## config.mk

```make
export PLATFORM = sky130hd
export DESIGN_NAME = uart_tx_arbiter
export DESIGN_NICKNAME = d
export VERILOG_FILES = /design/src/rtl/uart_pkg.sv /design/src/rtl/uart_rr_pick.sv /design/src/rtl/uart_tx_arbiter.sv
export SDC_FILE = /design/constraint.sdc
export NUM_CORES = 1
export LEC_CHECK = 0
export CORE_UTILIZATION = 35
export DETAILED_ROUTE_END_ITERATION = 6
export HOLD_SLACK_MARGIN = 0.02
export PLACE_DENSITY = 0.62
export SYNTH_ARGS = -nofsm -noshare
export SYNTH_HDL_FRONTEND = slang
export SYNTH_SLANG_ARGS = --single-unit
```

## constraint.sdc

```tcl
create_clock -name Clk -period 2.63 [get_ports Clk]
set_input_delay 0.263 -clock Clk [delete_from_list [all_inputs] [get_ports Clk]]
set_output_delay 0.263 -clock Clk [all_outputs]
set_load 0.01 [all_outputs]
```

## src/rtl/uart_pkg.sv

```systemverilog
// Shared types for the UART transmit arbiter.
// Holds the arbiter state encoding and default timing.
package uart_pkg;

  typedef enum logic [1:0] {
    IDLE,
    START,
    BUSY
  } arb_state_t;

  localparam int START_TIMEOUT_DEF = 64;

endpackage

```

## src/rtl/uart_rr_pick.sv

```systemverilog
// Round-robin picker: rotate, priority-encode, unrotate.
// Purely combinational; Win_Vld is high when any request is set.
module uart_rr_pick #(
  parameter int N  = 4,
  parameter int IW = $clog2(N)
) (
  input  logic [N-1:0]  Req,
  input  logic [IW-1:0] Rr_Ptr,
  output logic [IW-1:0] Win_Id,
  output logic          Win_Vld
);

  logic [2*N-1:0] dbl;
  logic [N-1:0]   rot;
  logic [IW-1:0]  off;
  logic [IW:0]    sum;

  assign dbl = {Req, Req} >> Rr_Ptr;
  assign rot = dbl[N-1:0];

  always_comb begin
    off = '0;
    for (int i = N - 1; i >= 0; i--) begin
      if (rot[i]) off = IW'(i);
    end
    sum = {1'b0, off} + {1'b0, Rr_Ptr};
    if (sum >= (IW+1)'(N)) sum = sum - (IW+1)'(N);
    Win_Id  = sum[IW-1:0];
    Win_Vld = |Req;
  end

endmodule

```

## src/rtl/uart_tx_arbiter.sv

```systemverilog
// Shares one UART transmitter among NUM_REQ byte sources.
// Round-robin grant, start handshake with timeout, frame wait.
import uart_pkg::*;

module uart_tx_arbiter #(
  parameter int NUM_REQ       = 4,
  parameter int DATA_BITS     = 8,
  parameter int START_TIMEOUT = START_TIMEOUT_DEF
) (
  input  logic                         Clk,
  input  logic                         Rst,
  input  logic [NUM_REQ-1:0]           Req,
  input  logic [NUM_REQ*DATA_BITS-1:0] Req_Data,
  output logic [NUM_REQ-1:0]           Ack,
  input  logic                         CTS,
  output logic [DATA_BITS-1:0]         Tx_Data,
  output logic                         Transmit_Start,
  input  logic                         Tx_Busy,
  output logic [$clog2(NUM_REQ)-1:0]   Grant_Id,
  output logic                         Arb_Busy,
  output logic                         Timeout_Err
);

  localparam int IW = $clog2(NUM_REQ);
  localparam int CW = $clog2(START_TIMEOUT);

  arb_state_t state, state_d;
  logic [IW-1:0] rr_ptr, ptr_d, ptr_nxt;
  logic [CW-1:0] cnt, cnt_d;
  logic [DATA_BITS-1:0] data_d;
  logic [NUM_REQ-1:0] ack_d;
  logic [IW-1:0] gid_d, pick_id;
  logic start_d, busy_d, to_d, pick_vld;
  logic [DATA_BITS-1:0] slot [NUM_REQ];

  for (genvar k = 0; k < NUM_REQ; k++) begin : g_slot
    assign slot[k] = Req_Data[k*DATA_BITS +: DATA_BITS];
  end

  uart_rr_pick #(.N(NUM_REQ), .IW(IW)) u_pick (
    .Req     (Req),
    .Rr_Ptr  (rr_ptr),
    .Win_Id  (pick_id),
    .Win_Vld (pick_vld)
  );

  assign ptr_nxt = (Grant_Id == IW'(NUM_REQ - 1)) ?
                   '0 : Grant_Id + 1'b1;

  always_comb begin
    state_d = state;
    ptr_d   = rr_ptr;
    cnt_d   = cnt;
    data_d  = Tx_Data;
    gid_d   = Grant_Id;
    ack_d   = '0;
    start_d = 1'b0;
    busy_d  = 1'b1;
    to_d    = 1'b0;
    unique case (state)
      IDLE: begin
        busy_d = 1'b0;
        if (CTS && !Tx_Busy && pick_vld) begin
          state_d = START;
          data_d  = slot[pick_id];
          gid_d   = pick_id;
          cnt_d   = '0;
          start_d = 1'b1;
          busy_d  = 1'b1;
        end
      end
      START: begin
        // A dead requester must not keep the pointer, so advance on timeout too.
        if (Tx_Busy) begin
          state_d = BUSY;
          ptr_d   = ptr_nxt;
          ack_d   = {{(NUM_REQ-1){1'b0}}, 1'b1} << Grant_Id;
        end else if (cnt == CW'(START_TIMEOUT - 1)) begin
          state_d = IDLE;
          ptr_d   = ptr_nxt;
          to_d    = 1'b1;
          busy_d  = 1'b0;
        end else begin
          cnt_d   = cnt + 1'b1;
          start_d = 1'b1;
        end
      end
      BUSY: begin
        if (!Tx_Busy) begin
          state_d = IDLE;
          busy_d  = 1'b0;
        end
      end
      default: begin
        state_d = IDLE;
        busy_d  = 1'b0;
      end
    endcase
  end

  always_ff @(posedge Clk or posedge Rst) begin
    if (Rst) begin
      state          <= IDLE;
      rr_ptr         <= '0;
      cnt            <= '0;
      Tx_Data        <= '0;
      Transmit_Start <= 1'b0;
      Ack            <= '0;
      Grant_Id       <= '0;
      Arb_Busy       <= 1'b0;
      Timeout_Err    <= 1'b0;
    end else begin
      state          <= state_d;
      rr_ptr         <= ptr_d;
      cnt            <= cnt_d;
      Tx_Data        <= data_d;
      Transmit_Start <= start_d;
      Ack            <= ack_d;
      Grant_Id       <= gid_d;
      Arb_Busy       <= busy_d;
      Timeout_Err    <= to_d;
    end
  end

endmodule

```

Yosys cells after proc, flatten, opt, wreduce, memory -nomap -nowiden
Index checks and enable logic that the tools add are counted.
{"block": "totals", "register_bits": 27, "input_bits": 40, "out_inout_bits": 17, "wordCells": 70}
{"block": "classes", "add_sub_neg": 4, "order_cmp": 2, "eq_ne": 9, "n_shift": 2, "n_mux": 32, "bitwise_logic": 1, "reduce_logical": 11}
{"op": "two-way mux 2 bit", "count": 12}
{"op": "two-way mux 6 bit", "count": 3}
{"op": "binary-select mux 8 bit (select 2 bit)", "count": 1}
{"op": "two-way mux 8 bit", "count": 2}
{"op": "case mux 6 bit (2 select lines)", "count": 1}
{"op": "two-way mux 1 bit", "count": 8}
{"op": "two-way mux 4 bit", "count": 2}
{"op": "inequality test 2 bit, second input constant", "count": 4}
{"op": "right shift 8 x 2 -> 4 bit", "count": 1}
{"op": "adder 6 x 1 -> 6 bit, second input constant", "count": 1}
{"op": "== test 6 bit, second input constant", "count": 1}
{"op": "greater-or-equal comparator 3 bit, second input constant", "count": 2}
{"op": "case mux 2 bit (3 select lines)", "count": 1}
{"op": "== test 2 bit, second input constant", "count": 2}
{"op": "AND reduction 2 bit", "count": 2}
{"op": "AND reduction 4 bit", "count": 1}
{"op": "nonzero test 2 bit", "count": 2}
{"op": "OR reduction 4 bit", "count": 1}
{"op": "<< shifter 1 x 2 -> 4 bit, first input constant", "count": 1}
{"op": "adder 2 x 2 -> 3 bit", "count": 1}
{"op": "inequality test 3 bit, second input constant", "count": 1}
{"op": "inverter 2 -> 3 bit", "count": 1}
{"op": "case mux 1 bit (3 select lines)", "count": 1}
{"op": "AND reduction 3 bit", "count": 1}
{"op": "other kinds (7)", "count": 8}

Depth between registers and ports, before layout
Gate-level depths: netlist of the first run.
{"block": "logic_depth", "word_depth": 12, "ltp_mapped": 11, "ltp_nobuf": 10}

Hierarchy
A second synthesis of the first run with hierarchy kept.
{"block": "unflattened", "cells_unflattened": 137, "area_unflattened_um2": 1614.0}
{"mod": "uart_tx_arbiter", "instances": 1, "cells_per_inst": 110, "area_each_um2": 1435.1, "seq_area_each_um2": 675.6}
{"mod": "uart_rr_pick", "instances": 1, "cells_per_inst": 27, "area_each_um2": 178.9, "seq_area_each_um2": 0.0}

Least setup slack after synthesis of the first run
OpenSTA, ideal clock, no wires.
{"block": "synth_timing", "path_kind": "register -> register", "start": "register rr_ptr[0]", "end": "register Tx_Data[0]", "setup_ps": 132, "t_arrival_ps": 2154, "t_required_ps": 2498, "setup_slack_ps": 344, "path_stages_with_launch": 12, "n_path_buf": 1, "synth_period_minus_slack_ps": 2286, "cell_sequence": "dfrtp_1 buf_2 and3b_1 a21oi_1 nor2_1 a21oi_1 o221ai_1 ha_1 xnor2_1 nor3_4 a2111oi_0 o31ai_1"}
{"block": "synth_between", "elab_chain_len": 12, "elab_cells_between_ends": 13, "cone_classes": "add/sub (2); order compare (1); shift (1); mux (8); bitwise (1)"}
{"element": "start: declaration", "line_no": "uart_tx_arbiter.sv:28", "source": "logic [IW-1:0] rr_ptr, ptr_d, ptr_nxt;"}
{"element": "start signal: assignment", "line_no": "uart_tx_arbiter.sv:114", "source": "rr_ptr <= ptr_d;"}
{"element": "right shift 8 x 2 -> 4 bit", "line_no": "uart_rr_pick.sv:18", "source": "assign dbl = {Req, Req} >> Rr_Ptr;"}
{"element": "two-way mux 2 bit (4 in a row)", "line_no": "uart_rr_pick.sv:24", "source": "if (rot[i]) off = IW'(i);"}
{"element": "adder 2 x 2 -> 3 bit (*)", "line_no": "uart_rr_pick.sv:26", "source": "sum = {1'b0, off} + {1'b0, Rr_Ptr};"}
{"element": "greater-or-equal comparator 3 bit or subtractor 2 x 1 -> 2 bit (tied branches)", "line_no": "uart_rr_pick.sv:27", "source": "if (sum >= (IW+1)'(N)) sum = sum - (IW+1)'(N);"}
{"element": "two-way mux 2 bit (*)", "line_no": "uart_rr_pick.sv:27"}
{"element": "inverter 2 -> 3 bit (implied by the code) (*)", "line_no": "uart_tx_arbiter.sv:65", "source": "data_d = slot[pick_id];"}
{"element": "binary-select mux 8 bit (select 2 bit) (*)", "line_no": "uart_tx_arbiter.sv:65"}
{"element": "two-way mux 8 bit (implied by the code) (*) (2 in a row)", "line_no": "uart_tx_arbiter.sv:65"}
{"element": "end signal: assignment", "line_no": "uart_tx_arbiter.sv:116", "source": "Tx_Data <= data_d;"}
{"element": "end: declaration", "line_no": "uart_tx_arbiter.sv:16", "source": "output logic [DATA_BITS-1:0] Tx_Data,"}
Every way passes the cells marked *; elsewhere a longest branch is shown, timed or not. The select of a mux whose other input is x is not followed.
A chain may end at the register's enable or synchronous reset.

Worst setup path after layout of the first run
{"block": "layout_timing", "start": "input port Req[2]", "end": "register Tx_Data[4]"}
{"block": "layout_between", "elab_chain_len": 12, "elab_cells_between_ends": 16, "cone_classes": "add/sub (2); order compare (1); shift (1); mux (8); bitwise (1); reduce/logical (3)"}
{"element": "start: declaration", "line_no": "uart_tx_arbiter.sv:12", "source": "input logic [NUM_REQ-1:0] Req,"}
{"element": "right shift 8 x 2 -> 4 bit", "line_no": "uart_rr_pick.sv:18"}
{"element": "two-way mux 2 bit (4 in a row)", "line_no": "uart_rr_pick.sv:24"}
{"element": "adder 2 x 2 -> 3 bit", "line_no": "uart_rr_pick.sv:26"}
{"element": "greater-or-equal comparator 3 bit or subtractor 2 x 1 -> 2 bit (tied branches)", "line_no": "uart_rr_pick.sv:27"}
{"element": "two-way mux 2 bit", "line_no": "uart_rr_pick.sv:27"}
{"element": "inverter 2 -> 3 bit (implied by the code)", "line_no": "uart_tx_arbiter.sv:65"}
{"element": "binary-select mux 8 bit (select 2 bit)", "line_no": "uart_tx_arbiter.sv:65"}
{"element": "two-way mux 8 bit (implied by the code) (2 in a row)", "line_no": "uart_tx_arbiter.sv:65"}
Parallel ways exist; a longest one is shown, timed or not. The select of a mux whose other input is x is not followed.

==> out/qor.yml, run 1 <==
cts_setup_buffers: 0
cts.path.max_buffers: 2
syn_area_sq_mm: 0.00174
drt-vias-per-instance: 4.88
clkLatencyLatePin_ns: 0.28
synth_area_per_cell_sq_um: 9.92
hp-class: "primary input to async pin"
rrSetupSlack_ns: 0.15
crit_path_start_kind: "primary input"
postRouteAntennaNets: 0
synth_top_area_cell: "dfrtp_1"
die_h_um: 72.4
cp_max_fo: 9
status: "completed"
synth_cell_types: 47
synth_fp_nets: 221
p_sw_uw: 924
placed_area_sq_mm: 0.00249
row_count: 25
dpl.hpwl_mm: 3.03
period_minus_slack_ns: 2.51
cellPowerDensity_mw_per_mm2: 913
combPwrFrac: 0.616
power_mw: 2.34
power_frac_seq: 0.277
num_io_pins: 57
route.detailed.drc: 0
die-width_um: 72.4
synthTopCellsByCount: "dfrtp_1, nor2b_1, nand2_1"
reg2regPathDepth: 11
max_cap_viol_count: 0
fp.coreArea_sq_mm: 0.00475
yosys.area.top_type_share: 0.389
firstDrtPassIters: 4
timing.fmax_mhz: 398
tns_ns: 0
die_area_sq_mm: 0.00525
p_leak_nw: 1.06
antenna_found_initial: 0
intPower_mw: 1.42
nets: 292
async_flop_share: 1.00
relSlewSlack: 0.661
finalMaxSlewViolations: 0
grt_max_degree: 28
cp_data_arrival_time_ns: 2.68
syn_to_final_growth_pct: 47.6
multi_input_area_sq_mm: 0.00102
final.setup_skew_ns: 0.00217
grt_pass1_vias: 1395
setup_ws_ns: 0.120
dr.first_iter.drc_count: 90
grt_overflow: 0
place_ws_ns: -0.279
cts_made_buffers: 3
cts_root_buffer: "clkbuf_8"
synth-edff-count: 0
switching_share: 0.394
port_buffers: 56
rsz0062_at_grt: "no"
synthTopCellsByArea: "dfrtp_1, nor2b_1, ha_1"
synth_warnings: 0
wl_per_cell_um: 12.4
synth.most_common_cell: "dfrtp_1"
final-seq-area_sq_um: 677
crit_required_ns: 2.80
cts_resized: 0
drt_wl_total_mm: 3.88
cts_tree: "done"
cts_sinks: 27
n_antenna_cell: 0
grt_usage: 0.158
initial_core_util: 0.365
vdd_ir_drop_max_v: 0.000462
finalSetupViolCount: 0
critical_path_class: "primary input to register"
hold_buffers: 0
synth_cells: 175
fillers: 443
drive_above_1_share: 0.163
worstMarginPinSlew_ns: 0.506
fin_crit_sh: 0.954
pwr-share-clk: 0.106
clkTransAtPathRegs_ns: 0.10
fin_area_sq_mm: 0.00256
gp_congestion: 0.791
hold_viol: 0
htree_levels: 1
ys_ff_latch: 27
yosysSeqAreaShare: 0.389
grt_first_pass_wirelength_mm: 6.44
worst_setup_path_end_kind: "register"
via_count: 1524
ys.flop_type: "dfrtp_1"
-- flip-flops by register name (all words and copies together), names as in the netlist --
| name | count |
|---|---|
| Timeout_Err | 1 |
| cnt | 6 |
| Grant_Id | 2 |
| Arb_Busy | 1 |
| state | 2 |
| rr_ptr | 2 |
| Tx_Data | 8 |
| Transmit_Start | 1 |
| Ack | 4 |
-- cell type report --
class,count,area share
multi-input cells,134,0.396
repair buffers,76,0.282
flip-flops and latches,27,0.264
well taps,67,0.0327
clock buffers,3,0.0161
inverters,4,0.00586
clock inverters,1,0.00293
-- power groups by stage --
stage / clock network, mW / registers, mW / logic, mW
after floorplan: 0 / 0.642 / 0.769
after global placement: 0 / 0.652 / 1.40
after detailed placement: 0 / 0.649 / 1.42
after CTS: 0.256 / 0.645 / 1.42
after global routing: 0.275 / 0.672 / 1.59
final: 0.249 / 0.650 / 1.44
-- final timing paths --
path | startpoint | to
max | Req[2] | Tx_Data[4]
min | Rst | cnt[4]
max reg2reg | rr_ptr[0] | Tx_Data[4]
min reg2reg | Tx_Data[5] | Tx_Data[5]
max in group asynchronous | Rst | rr_ptr[0]
min in group Clk | Tx_Data[5] | Tx_Data[5]
-- per-stage QoR --
stage | util | hold slack, ns | cells
2_1_floorplan | - | 0.316 | 175
3_3_place_gp | 0.525 | 0.464 | 308
3_5_place_dp | 0.525 | 0.478 | 308
4_1_cts | 0.535 | 0.353 | 312
5_1_grt | 0.539 | 0.370 | 312
6_report | 0.539 | 0.342 | 312
-- kinds of logic (layout without fill, tap and decap cells) --
| group | count (synthesis) | in the layout | synth area share |
|---|---|---|---|
| mux | 5 | 5 | 0.0339 |
| simple gates | 72 | 72 | 0.236 |
| compound gates | 47 | 47 | 0.241 |
| flops | 27 | 27 | 0.389 |
| fa+ha+maj | 6 | 6 | 0.0432 |
| xor+xnor | 4 | 4 | 0.0202 |
| buf+inv | 14 | 84 | 0.0367 |
-- metal layers --
layer | vias up | track usage | share of wire | wire length (um)
li1 | 791 | - | - | -
met1 | 683 | 0.222 | 0.48 | 1880
met2 | 46 | 0.240 | 0.45 | 1730
met3 | 4 | 0.0361 | 0.059 | 227
met4 | 0 | 0.0523 | 0.012 | 46
met5 | - | 0 | 0 | 0
-- critical path, stage by stage --
cell,delay [ns]
clkdlybuf4s50_1,0.48
and3b_1,0.21
a21oi_1,0.11
nor2_1,0.05
a21oi_1,0.15
o221ai_1,0.13
ha_1,0.24
xor2_2,0.18
a21oi_2,0.11
a2111oi_1,0.51
buf_4,0.19
o31ai_1,0.06
-- layout by cell type, fill, tap and decap left out, types with 2 or more instances in the layout --
cell and instances:
clkdlybuf4s50_1 56, dfrtp_1 26, nor2b_1 19, buf_4 19, nand2_1 17, o31ai_1 8, a221oi_1 7, nor2_1 6
ha_1 6, nor3b_1 4, nand3_1 4, a2111oi_0 4, a2111oi_1 4, inv_1 4, a21oi_1 4, and3_1 4
nor3_1 3, nand2b_1 3, and2_1 3, mux2_2 3, clkbuf_8 3, or3_1 2, a21o_1 2, nand4b_1 2
o21a_1 2, o21ai_0 2, xor2_1 2
Power figures use the tool's default switching activity.
==> run 2, diff against run 1 <==
--- a/config.mk
+++ b/config.mk
@@ -6,9 +6,11 @@
 export NUM_CORES = 1
 export LEC_CHECK = 0
 export CORE_UTILIZATION = 35
+export CTS_CLUSTER_DIAMETER = 80
 export DETAILED_ROUTE_END_ITERATION = 6
 export HOLD_SLACK_MARGIN = 0.02
 export PLACE_DENSITY = 0.62
 export SYNTH_ARGS = -nofsm -noshare
 export SYNTH_HDL_FRONTEND = slang
 export SYNTH_SLANG_ARGS = --single-unit
+export TNS_END_PERCENT = 100
==> results of run 2 <==
The final DEF is identical to that of run 1; final timing and power are the same.
==> run 3, diff against run 2 <==
--- a/config.mk
+++ b/config.mk
@@ -6,7 +6,6 @@
 export NUM_CORES = 1
 export LEC_CHECK = 0
 export CORE_UTILIZATION = 35
-export CTS_CLUSTER_DIAMETER = 80
 export DETAILED_ROUTE_END_ITERATION = 6
 export HOLD_SLACK_MARGIN = 0.02
 export PLACE_DENSITY = 0.62
==> results of run 3 <==
The final DEF is identical to that of run 1; final timing and power are the same.
